<file path="config.mk">
export PLATFORM = sky130hd
export DESIGN_NAME = prm_edge_scan_seq
export DESIGN_NICKNAME = d
export VERILOG_FILES = /design/src/rtl/prm_edge_scan_seq.sv
export SDC_FILE = /design/constraint.sdc
export NUM_CORES = 1
export LEC_CHECK = 0
export CAP_MARGIN = 15
export CORE_UTILIZATION = 35
export DETAILED_ROUTE_END_ITERATION = 6
export HOLD_SLACK_MARGIN = 0.15
export PLACE_DENSITY = 0.56
export SYNTH_ARGS = -nofsm -noshare
export SYNTH_HDL_FRONTEND = slang
export SYNTH_SLANG_ARGS = --single-unit
export TNS_END_PERCENT = 1
</file>
<file path="constraint.sdc">
create_clock -name clk -period 5.9 [get_ports clk]
set_clock_uncertainty 0.1 [all_clocks]
set_input_delay 0.59 -clock clk [delete_from_list [all_inputs] [get_ports clk]]
set_output_delay 0.59 -clock clk [all_outputs]
set_load 0.02 [all_outputs]
</file>
<file path="src/rtl/prm_edge_scan_seq.sv">
// prm_edge_scan_seq: sweeps checker query codes and packs edge_mask
// replies into words on a valid/ready stream.
module prm_edge_scan_seq #(
  parameter int WORD_W = 32,
  parameter int CODE_W = 15,
  parameter int CNT_W  = 16
) (
  input  logic              clk,
  input  logic              rst,
  input  logic              start,
  input  logic [CODE_W-1:0] code_base,
  input  logic [CNT_W-1:0]  code_count,
  output logic              busy,
  output logic              done,
  output logic [CODE_W-1:0] chk_code,
  input  logic              chk_mask,
  output logic [WORD_W-1:0] word_data,
  output logic              word_valid,
  input  logic              word_ready,
  output logic              word_last,
  output logic [CNT_W-1:0]  blocked_cnt
);

  localparam int IDX_W = $clog2(WORD_W);

  typedef enum logic [1:0] {
    IDLE,
    SCAN,
    FLUSH,
    DRAIN
  } state_t;

  state_t state;
  state_t state_nx;

  logic [CNT_W-1:0]  remaining;
  logic [IDX_W-1:0]  idx;
  logic [WORD_W-1:0] pack;
  logic [WORD_W-1:0] pack_nx;

  logic accept;
  logic stall;
  logic final_code;
  logic complete;
  logic step;
  logic go;
  logic zero_go;
  logic finish;

  assign accept     = word_valid & word_ready;
  assign stall      = word_valid & ~word_ready;
  assign final_code = (remaining == CNT_W'(1));
  assign complete   = (idx == IDX_W'(WORD_W - 1)) | final_code;
  assign pack_nx    = pack | (WORD_W'(chk_mask) << idx);

  // State register
  always_ff @(posedge clk) begin
    if (rst) begin
      state <= IDLE;
    end else begin
      state <= state_nx;
    end
  end

  // Next state and per-cycle action decode
  always_comb begin
    state_nx = state;
    step     = 1'b0;
    go       = 1'b0;
    zero_go  = 1'b0;
    finish   = 1'b0;
    unique case (state)
      IDLE: begin
        if (start) begin
          if (code_count == '0) begin
            zero_go = 1'b1;
          end else begin
            go       = 1'b1;
            state_nx = SCAN;
          end
        end
      end
      SCAN, FLUSH: begin
        if (stall) begin
          state_nx = FLUSH;
        end else begin
          step     = 1'b1;
          state_nx = final_code ? DRAIN : SCAN;
        end
      end
      DRAIN: begin
        if (accept | ~word_valid) begin
          finish   = 1'b1;
          state_nx = IDLE;
        end
      end
      default: state_nx = IDLE;
    endcase
  end

  // Sweep datapath, pack register and one-entry output register
  always_ff @(posedge clk) begin
    if (rst) begin
      busy        <= 1'b0;
      done        <= 1'b0;
      chk_code    <= '0;
      remaining   <= '0;
      idx         <= '0;
      pack        <= '0;
      word_data   <= '0;
      word_valid  <= 1'b0;
      word_last   <= 1'b0;
      blocked_cnt <= '0;
    end else begin
      done <= 1'b0;
      if (accept) begin
        word_valid <= 1'b0;
      end
      if (zero_go) begin
        done        <= 1'b1;
        blocked_cnt <= '0;
      end
      if (go) begin
        chk_code    <= code_base;
        remaining   <= code_count;
        blocked_cnt <= '0;
        busy        <= 1'b1;
        idx         <= '0;
        pack        <= '0;
      end
      if (step) begin
        chk_code    <= chk_code + 1'b1;
        remaining   <= remaining - 1'b1;
        blocked_cnt <= blocked_cnt + CNT_W'(chk_mask);
        if (complete) begin
          word_data  <= pack_nx;
          word_last  <= final_code;
          word_valid <= 1'b1;
          pack       <= '0;
          idx        <= '0;
        end else begin
          pack <= pack_nx;
          idx  <= idx + 1'b1;
        end
      end
      if (finish) begin
        busy <= 1'b0;
        done <= 1'b1;
      end
    end
  end

endmodule

</file>
==> run_results.csv, run 1 <==
group,metric,value,unit
cells_and_area,drive_gt1_frac,0.08011,
worst_setup_path,critical_path_class,"primary input to flop",
logic_synthesis,yosysWarnings,0,
worst_setup_path,path_cells,"clkdlybuf4s50_1 -> nor2b_1 -> nor2_2 -> buf_4 -> nor3_2 -> a211oi_1 -> a2111oi_1",
die,dieArea,0.01621,mm²
detailed_routing,drt-pass1-iter-count,5,
run,drv_cap,0,
grt,grt.total_usage,0.1957,
worst_setup_path,crit_slowest_cell,"nor3_2",
clock_tree,clk_path_buf_depth,2,
logic_synthesis,syn_nets,697,
logic_synthesis,synth_edf_count,0,
min_path,hp-class,"flop to flop",
timing,tightestPinTransition,0.9854,ns
placed_design,io_buffers,102,
worst_setup_path,cp-end-kind,"flop",
detailed_routing,drcViolationCount,0,
power,vdd_drop_max,0.2008,mV
grt,antenna_found_initial,0,
cells_and_area,register_area,0.002442,mm²
logic_synthesis,async_reset_ff_frac,0,
clock_tree,clk_latency,0.42,ns
die,die_h,127.3,µm
worst_setup_path,cp_data_required_time,6.10,ns
logic_synthesis,synth_area_leaders,"dfxtp_1, nor2_1, nor3_1, xor2_1, a21oi_1",
detailed_routing,drt_wl_total,15.05,mm
logic_synthesis,synth_top_area_frac,0.4442,
clock_tree,postCtsSetupRepairBufs,0,
timing,hold_viol_final,0,
outcome,status,"complete, no violations",
grt,grt_pass1_vias,5001,
placed_design,dp_hpwl,10.34,mm
detailed_routing,first_iter_violations,238,
clock_tree,cts_made_buffers,17,
clock_tree,htreeDepth,4,
detailed_routing,wire_per_inst,15.68,µm
logic_synthesis,synth_common_cells,"nor2_1, dfxtp_1, nor3_1",
worst_setup_path,critical-path-top-delay-family,"simple AND/OR/NAND/NOR gates",
power,power_density,324.3,mW/mm²
cells_and_area,layout-area-overhead-vs-synth,31.79,%
logic_synthesis,ys_seq_area_frac,0.4442,
grt,grt_max_degree,73,
timing,tns,0,ns
logic_synthesis,synth_ff_type,"dfxtp_1",
timing,finalCritPeriodShare,0.5348,
logic_synthesis,avgSynthCellArea,8.432,µm²
clock_tree,clk_pin_slew,0.06,ns
logic_synthesis,synth_top_area_cell,"dfxtp_1",
die,fp.dieW,127.3,µm
clock_tree,cts_hold_repair.buffers,0,
clock_tree,cts_resized,0,
clock_tree,root_buffer,"clkbuf_16",
timing,maxSlewHeadroom,0.3370,
worst_setup_path,worst-path-buf-inv,2,
die,fp-row-count,45,
power,p_leak,0.002508,µW
timing,setup_viol,0,
timing,fmax,0.3170,GHz
logic_synthesis,ys_ff_latch,122,
clock_tree,cts_sinks,122,
cells_and_area,instances_no_fill,960,
worst_setup_path,critical_path_arrival,3.36,ns
worst_setup_path,crit_path_max_incr_delay,0.76,ns
cells_and_area,antenna_cells,0,
detailed_routing,ant_nets,0,
cells_and_area,layout.nets,781,
detailed_routing,avgViaCountPerCell,5.256,
logic_synthesis,synth_area,0.005498,mm²
die,ioPinCount,103,
die,floorplan.initialDensity,0.3603,
timing,rsz0062_at_grt,"false",
placed_design,dpl.cell_count,928,
cells_and_area,fillers,1438,
die,core,0.01526,mm²
grt,grt-ovfl-total,0,
worst_setup_path,path_max_fanout,20,
cells_and_area,multi_input_area,0.002835,mm²
worst_setup_path,cp-start-kind,"primary input",
logic_synthesis,ys_types,62,
logic_synthesis,synth_cells,652,
timing,fin_crit,3.155,ns
grt,grt_first_pass_wirelength,25.09,mm
logic_synthesis,synth_most_common_cell,"nor2_1",
detailed_routing,vias,5046,
clock_tree,cts_tree,"done",
placed_design,gp_congestion,0.8191,
timing,maxSlewViolCount,0,
-- worst register-to-register path, cell delays in order (launching register included) --
cell,delay (ns)
dfxtp_1,0.37
nor2b_1,0.59
nor2_2,0.22
buf_4,0.28
nor3_2,0.76
a211oi_1,0.11
a2111oi_1,0.40
-- where the power goes --
part	internal [µW]	switching, µW	total [µW]	leakage (µW)
registers	862	46.0	908	0.000990
clock network	758	373	1130	0.000306
logic	132	179	311	0.00121
-- registers in the layout, indices dropped and copies added, names as in the netlist --
signal	cells
pack	32
word_data	32
blocked_cnt	16
remaining	16
chk_code	15
idx	5
state	2
busy	1
done	1
word_last	1
word_valid	1
-- metal layers --
| layer | global-route usage | part of all wire |
|---|---|---|
| met5 | 0 | 0 |
| met4 | 0.07703 | 0.019 |
| met3 | 0.05276 | 0.053 |
| met2 | 0.3124 | 0.46 |
| met1 | 0.2508 | 0.46 |
-- layout make-up --
cell class / count / share of cell area
inverter: 6 / 0.003108
tap: 211 / 0.03644
multi-input combinational: 484 / 0.3913
clock inverter: 12 / 0.02711
clock buffer: 20 / 0.06165
sequential: 122 / 0.3371
timing repair buffer: 105 / 0.1433
-- layout by cell type (no fill, tap or decap), drive strengths merged, types with 4 or more instances in the layout --
| cell type | instances |
|---|---|
| inv | 6 |
| and4 | 6 |
| nand2b | 9 |
| nor2 | 131 |
| buf | 4 |
| nand2 | 30 |
| o2bb2ai | 13 |
| nor4 | 15 |
| a22oi | 7 |
| a21oi | 34 |
| nand4 | 11 |
| clkdlybuf4s50 | 101 |
| or3 | 5 |
| bufinv | 5 |
| a211oi | 13 |
| a2111oi | 5 |
| o21ai | 18 |
| clkbuf | 20 |
| nand3b | 7 |
| and3 | 5 |
| clkinv | 4 |
| nor3 | 80 |
| nand3 | 21 |
| xor2 | 20 |
| xnor2 | 6 |
| dfxtp | 122 |
| ha | 9 |
-- per-stage QoR --
step	cell area (µm²)	utilization	total power (µW)	setup WS [ns]	hold WS (ns)
2_1_floorplan	5498	-	1128	3.848	0.3279
5_1_grt	7246	0.4749	2450	2.541	0.3866
4_1_cts	7246	0.4749	2369	2.761	0.3608
6_report	7246	0.4749	2350	2.745	0.3571
3_3_place_gp	6603	0.4327	1230	2.530	0.3479
3_5_place_dp	6603	0.4327	1234	2.309	0.3474
-- worst paths after layout --
path | slack, ns | cells after the start | endpoint | from
max | 2.74 | 7 | chk_code[11]$_SDFFE_PP0P_ | word_ready
min | 0.36 | 1 | pack[27]$_SDFFE_PP0P_ | pack[27]$_SDFFE_PP0P_
max reg2reg | 2.96 | 6 | chk_code[11]$_SDFFE_PP0P_ | word_valid$_SDFF_PP0_
min reg2reg | 0.36 | 1 | pack[27]$_SDFFE_PP0P_ | pack[27]$_SDFFE_PP0P_
-- cells by family after synthesis --
kind of cell / Yosys count / synth area share
flip-flops: 122 / 0.4442
AO/OA/AOI/OAI: 115 / 0.1457
AND/OR/NAND/NOR: 333 / 0.3050
multiplexers: 1 / 0.002048
adder cells (fa/ha/maj): 9 / 0.02048
buffers and inverters: 46 / 0.04119
XOR/XNOR: 26 / 0.04142
(Power assumes the default switching activity.)
==> run 2, diff against run 1 <==
- clock period: 5.9 -> 3.14 ns (I/O delays scaled with it)
==> run_results.csv, run 2 (synthesis results as in run 1) <==
group,metric,value,unit
worst_setup_path,critical_path_arrival,2.97,ns
worst_setup_path,reg2regPathDepth,8,
worst_setup_path,critical-path-top-delay-family,"simple AND/OR/NAND/NOR gates",
grt,grt_pass1_vias,4907,
clock_tree,htreeDepth,4,
detailed_routing,avgViaCountPerCell,5.381,
cells_and_area,drive_gt1_frac,0.09580,
worst_setup_path,critical_path_class,"flop to flop",
worst_setup_path,cp.depth,8,
worst_setup_path,cp_data_required_time,3.30,ns
placed_design,dp_hpwl,10.89,mm
power,p_leak,0.002579,µW
min_path,hp-class,"primary input to flop",
clock_tree,cts_sinks,122,
timing,fmax,0.3565,GHz
worst_setup_path,crit_slowest_cell,"a2111oi_0",
clock_tree,cts_hold_repair.buffers,0,
grt,grt_max_degree,34,
worst_setup_path,worst-path-buf-inv,3,
cells_and_area,antenna_cells,0,
worst_setup_path,crit_path_max_incr_delay,0.46,ns
cells_and_area,layout-area-overhead-vs-synth,33.75,%
detailed_routing,wire_per_inst,16.12,µm
clock_tree,cts_made_buffers,17,
detailed_routing,ant_nets,0,
outcome,status,"complete, no violations",
power,vdd_drop_max,0.4112,mV
clock_tree,cts_resized,0,
power,power_density,607.7,mW/mm²
die,fp-row-count,45,
power,p_int,3333,µW
timing,tightestPinTransition,1.012,ns
clock_tree,cts_tree,"done",
timing,setup_viol,0,
power,p_sw_frac,0.2540,
timing,hold_viol_final,0,
timing,fin_crit,2.805,ns
min_path,whs_path_depth,2,
die,floorplan.initialDensity,0.3603,
timing,tns,0,ns
grt,grt_first_pass_wirelength,24.96,mm
worst_setup_path,path_max_fanout,22,
power,p_sw,1135,µW
power,pwr-share-seq,0.382,
die,core,0.01526,mm²
power,comb_power_share,0.139,
die,dieArea,0.01621,mm²
detailed_routing,drcViolationCount,0,
grt,grt.total_usage,0.1973,
cells_and_area,layout_common_cells,"nor2_1, dfxtp_1, clkdlybuf4s50_1",
worst_setup_path,cp-start-kind,"flop",
clock_tree,clk_latency,0.41,ns
clock_tree,clk_path_buf_depth,2,
clock_tree,postCtsSetupRepairBufs,0,
die,fp.dieW,127.3,µm
timing,finalCritPeriodShare,0.8932,
cells_and_area,layout.nets,794,
detailed_routing,drt_wl_total,15.68,mm
timing,rsz0062_at_grt,"false",
cells_and_area,reg_top3,"pack x32, word_data x32",
worst_setup_path,r2r_setup_slack,0.34,ns
detailed_routing,vias,5236,
worst_setup_path,cp_common_cell,"inv_1",
worst_setup_path,path_cells,"inv_1 -> ha_1 -> inv_1 -> nor2_2 -> buf_4 -> or3_4 -> nor2_1 -> a2111oi_0",
detailed_routing,drt-pass1-iter-count,7,
timing,worst_slack,0.3352,ns
grt,antenna_found_initial,0,
die,ioPinCount,103,
timing,maxSlewViolCount,0,
run,drv_cap,0,
cells_and_area,mostFrequentLayoutCell,"nor2_1",
placed_design,io_buffers,102,
cells_and_area,fillers,1455,
timing,maxSlewHeadroom,0.3216,
detailed_routing,first_iter_violations,394,
cells_and_area,instances_no_fill,973,
die,die_h,127.3,µm
power,power_frac_clock,0.479,
placed_design,preCtsSetupSlack,0.3869,ns
grt,grt-ovfl-total,0,
clock_tree,root_buffer,"clkbuf_16",
worst_setup_path,cp-end-kind,"flop",
placed_design,dpl.cell_count,941,
clock_tree,clk_pin_slew,0.06,ns
placed_design,gp_congestion,0.8297,
==> run 2: changes by cell type in the layout (fill, tap and decap cells not counted) <==
cell,delta
clkinv_2,-1
clkinvlp_4,-1
clkinv_4,+1
buf_4,+13
clkbuf_8,+1
==> run 2: per-stage QoR <==
stage | instance area [µm²] | util | hold slack [ns] | power [µW]
after floorplan | 5498 | - | 0.3230 | 2119
after global placement | 6700 | 0.4391 | 0.3428 | 2341
after detailed placement | 6700 | 0.4391 | 0.3472 | 2351
after CTS | 7353 | 0.4819 | 0.2507 | 4514
after global routing | 7353 | 0.4819 | 0.2717 | 4656
final | 7353 | 0.4819 | 0.2731 | 4468
==> run 2: final timing paths <==
check	startpoint	endpoint
worst max-delay path	state[0]$_SDFFE_PP0P_	chk_code[3]$_SDFFE_PP0P_
worst min-delay path	rst	remaining[5]$_SDFFE_PP0P_
worst max register to register	state[0]$_SDFFE_PP0P_	chk_code[3]$_SDFFE_PP0P_
worst min register to register	pack[27]$_SDFFE_PP0P_	pack[27]$_SDFFE_PP0P_
==> run 2: final cells by class <==
| class | instances | area (µm²) | share of cell area |
|---|---|---|---|
| Sequential cell | 122 | 2442 | 0.3321 |
| Inverter | 6 | 22.52 | 0.003063 |
| Timing Repair Buffer | 118 | 1136 | 0.1545 |
| Tap cell | 211 | 264.0 | 0.03590 |
| Clock inverter | 11 | 192.7 | 0.02620 |
| Multi-Input combinational cell | 484 | 2835 | 0.3856 |
| Clock buffer | 21 | 460.4 | 0.06262 |
==> run 2: metal layers <==
layer  GRT usage  routed length, µm  vias to the layer above
met5           0                  0                        -
met4     0.07213                226                        0
met3     0.04481                763                       16
met2      0.3189               7337                      158
met1      0.2571               7352                     2522
li1            -                  -                     2540
==> run 2: power groups by stage <==
| stage | clock network (µW) | logic (µW) | registers [µW] |
|---|---|---|---|
| 2_1_floorplan | 0 | 368 | 1750 |
| 3_5_place_dp | 0 | 616 | 1740 |
| 3_3_place_gp | 0 | 609 | 1730 |
| 5_1_grt | 2270 | 675 | 1710 |
| 4_1_cts | 2190 | 620 | 1700 |
| 6_report | 2140 | 621 | 1710 |
==> run 2: worst reg2reg max path, stage by stage (launching register included) <==
cell	delay [ns]
dfxtp_1	0.35
inv_1	0.06
ha_1	0.34
inv_1	0.12
nor2_2	0.41
buf_4	0.37
or3_4	0.35
nor2_1	0.09
a2111oi_0	0.46
==> run 3, diff against run 2 <==
- DONT_BUFFER_PORTS: not set -> 1
- PLACE_DENSITY: 0.56 -> 0.48
- TNS_END_PERCENT: 1 -> not set
==> run_results.csv, run 3 (synthesis results as in run 1) <==
group,metric,value,unit
timing,hold_viol_final,0,
timing,finalCritPeriodShare,0.8880,
timing,setup_viol,0,
worst_setup_path,rr_startpoint,"state[0]$_SDFFE_PP0P_",
power,vdd_drop_max,0.4117,mV
timing,fmax,0.3586,GHz
clock_tree,postCtsSetupRepairBufs,0,
worst_setup_path,rr_endpoint,"remaining[14]$_SDFFE_PP0P_",
die,dieArea,0.01621,mm²
grt,grt-ovfl-total,0,
cells_and_area,reg_top3,"pack x32, word_data x32",
run,drv_cap,0,
detailed_routing,wire_per_inst,17.36,µm
clock_tree,clk_pin_slew,0.05,ns
power,p_leak,0.002338,µW
grt,grt_pass1_vias,4847,
cells_and_area,layout.nets,721,
min_path,worst_hold_startpoint,"rst",
outcome,status,"complete, no violations",
detailed_routing,ant_nets,0,
timing,fin_crit,2.788,ns
grt,grt_max_degree,72,
cells_and_area,drive_gt1_frac,0.1003,
cells_and_area,fin_util,0.4358,
detailed_routing,vias,4865,
die,fp.dieW,127.3,µm
worst_setup_path,critical_path_arrival,3.04,ns
clock_tree,cts_tree,"done",
power,total_power,4374,µW
clock_tree,htreeDepth,4,
detailed_routing,drcViolationCount,0,
placed_design,preCtsSetupSlack,0.5399,ns
clock_tree,clk_path_buf_depth,2,
cells_and_area,antenna_cells,0,
detailed_routing,first_iter_violations,325,
worst_setup_path,r2r_setup_slack,0.35,ns
detailed_routing,drt-pass1-iter-count,5,
placed_design,io_buffers,0,
min_path,hold_end,"remaining[8]$_SDFFE_PP0P_",
timing,tightestPinTransition,0.8975,ns
min_path,whs_path_depth,2,
grt,grt.total_usage,0.2007,
timing,worst_slack,0.3517,ns
die,die_h,127.3,µm
cells_and_area,layout_common_cells,"nor2_1, dfxtp_1, nor3_1",
die,floorplan.initialDensity,0.3603,
worst_setup_path,cp-end-kind,"flop",
placed_design,dp_hpwl,10.49,mm
clock_tree,cts_sinks,122,
worst_setup_path,critical_path_class,"flop to flop",
timing,rsz0062_at_grt,"false",
detailed_routing,avgViaCountPerCell,5.412,
min_path,hp-class,"primary input to flop",
power,power_density,657.9,mW/mm²
worst_setup_path,cp-start-kind,"flop",
grt,grt_first_pass_wirelength,25.44,mm
worst_setup_path,cp_data_required_time,3.39,ns
worst_setup_path,reg2regPathDepth,8,
timing,tns,0,ns
cells_and_area,mostFrequentLayoutCell,"nor2_1",
detailed_routing,drt_wl_total,15.60,mm
timing,maxSlewHeadroom,0.3961,
timing,maxSlewViolCount,0,
cells_and_area,layout-area-overhead-vs-synth,20.94,%
clock_tree,clk_latency,0.41,ns
clock_tree,cts_made_buffers,17,
die,core,0.01526,mm²
clock_tree,root_buffer,"clkbuf_16",
placed_design,gp_congestion,0.8217,
die,ioPinCount,103,
die,fp-row-count,45,
grt,antenna_found_initial,0,
worst_setup_path,path_max_fanout,22,
==> run 3: timing repair <==
item | 4_1_cts | 5_1_grt
hold buffers | 33 | 0
resized for setup | 0 | 1
endpoints found under the setup margin | 0 | 1
endpoints found under the hold margin | 76 | 0
==> run 3: worst max path at each step <==
stage / start / endpoint / slack (ns) / depth (start not counted)
after CTS: state[0]$_SDFFE_PP0P_ / remaining[14]$_SDFFE_PP0P_ / 0.24 / 8
after global routing: state[0]$_SDFFE_PP0P_ / remaining[14]$_SDFFE_PP0P_ / 0.19 / 8
after global placement: state[0]$_SDFFE_PP0P_ / pack[13]$_SDFFE_PP0P_ / 0.67 / 8
final: state[0]$_SDFFE_PP0P_ / remaining[14]$_SDFFE_PP0P_ / 0.35 / 8
after detailed placement: state[0]$_SDFFE_PP0P_ / pack[20]$_SDFFE_PP0P_ / 0.54 / 8
after floorplan: idx[0]$_SDFFE_PP0P_ / pack[27]$_SDFFE_PP0P_ / 1.16 / 6
==> run 3: layout make-up <==
type                    count  area (µm²)
fillers                  1481        8610
multi-input cells         484        2841
flip-flops and latches    122        2442
clock buffers              19       442.9
repair buffers             45       437.9
well taps                 211       264.0
clock inverters            12       197.7
inverters                   6       22.52
==> run 3: layer usage <==
layer  track usage  share of wire  wire, µm  vias up
met3       0.05695          0.061       956       18
met1        0.2496           0.45      7025     2318
li1              -              -         -     2395
met5             0              0         0        -
met4       0.07213          0.014       219        0
met2        0.3304           0.47      7402      134
==> run 3: where the power goes <==
part           switching, µW  internal [µW]  total (µW)
registers                130           1620        1750
logic                    298            204         502
clock network            703           1420        2120
total                   1130           3240        4370
==> run 3: worst max-delay path, stage by stage, from the launching register on <==
cell	delay, ns
dfxtp_1	0.36
inv_1	0.06
ha_1	0.34
inv_1	0.11
nor2_2	0.49
or3_4	0.41
o311ai_1	0.17
a21oi_2	0.13
dlygate4sd3_1	0.55
==> run 3: through the flow <==
| stage | cells | hold WS [ns] | instance area (µm²) |
|---|---|---|---|
| 3_3_place_gp | 835 | 0.2842 | 5654 |
| 2_1_floorplan | 652 | 0.3230 | 5498 |
| 5_1_grt | 899 | 0.1962 | 6649 |
| 4_1_cts | 899 | 0.1598 | 6643 |
| 6_report | 899 | 0.1633 | 6649 |
| 3_5_place_dp | 835 | 0.2869 | 5654 |
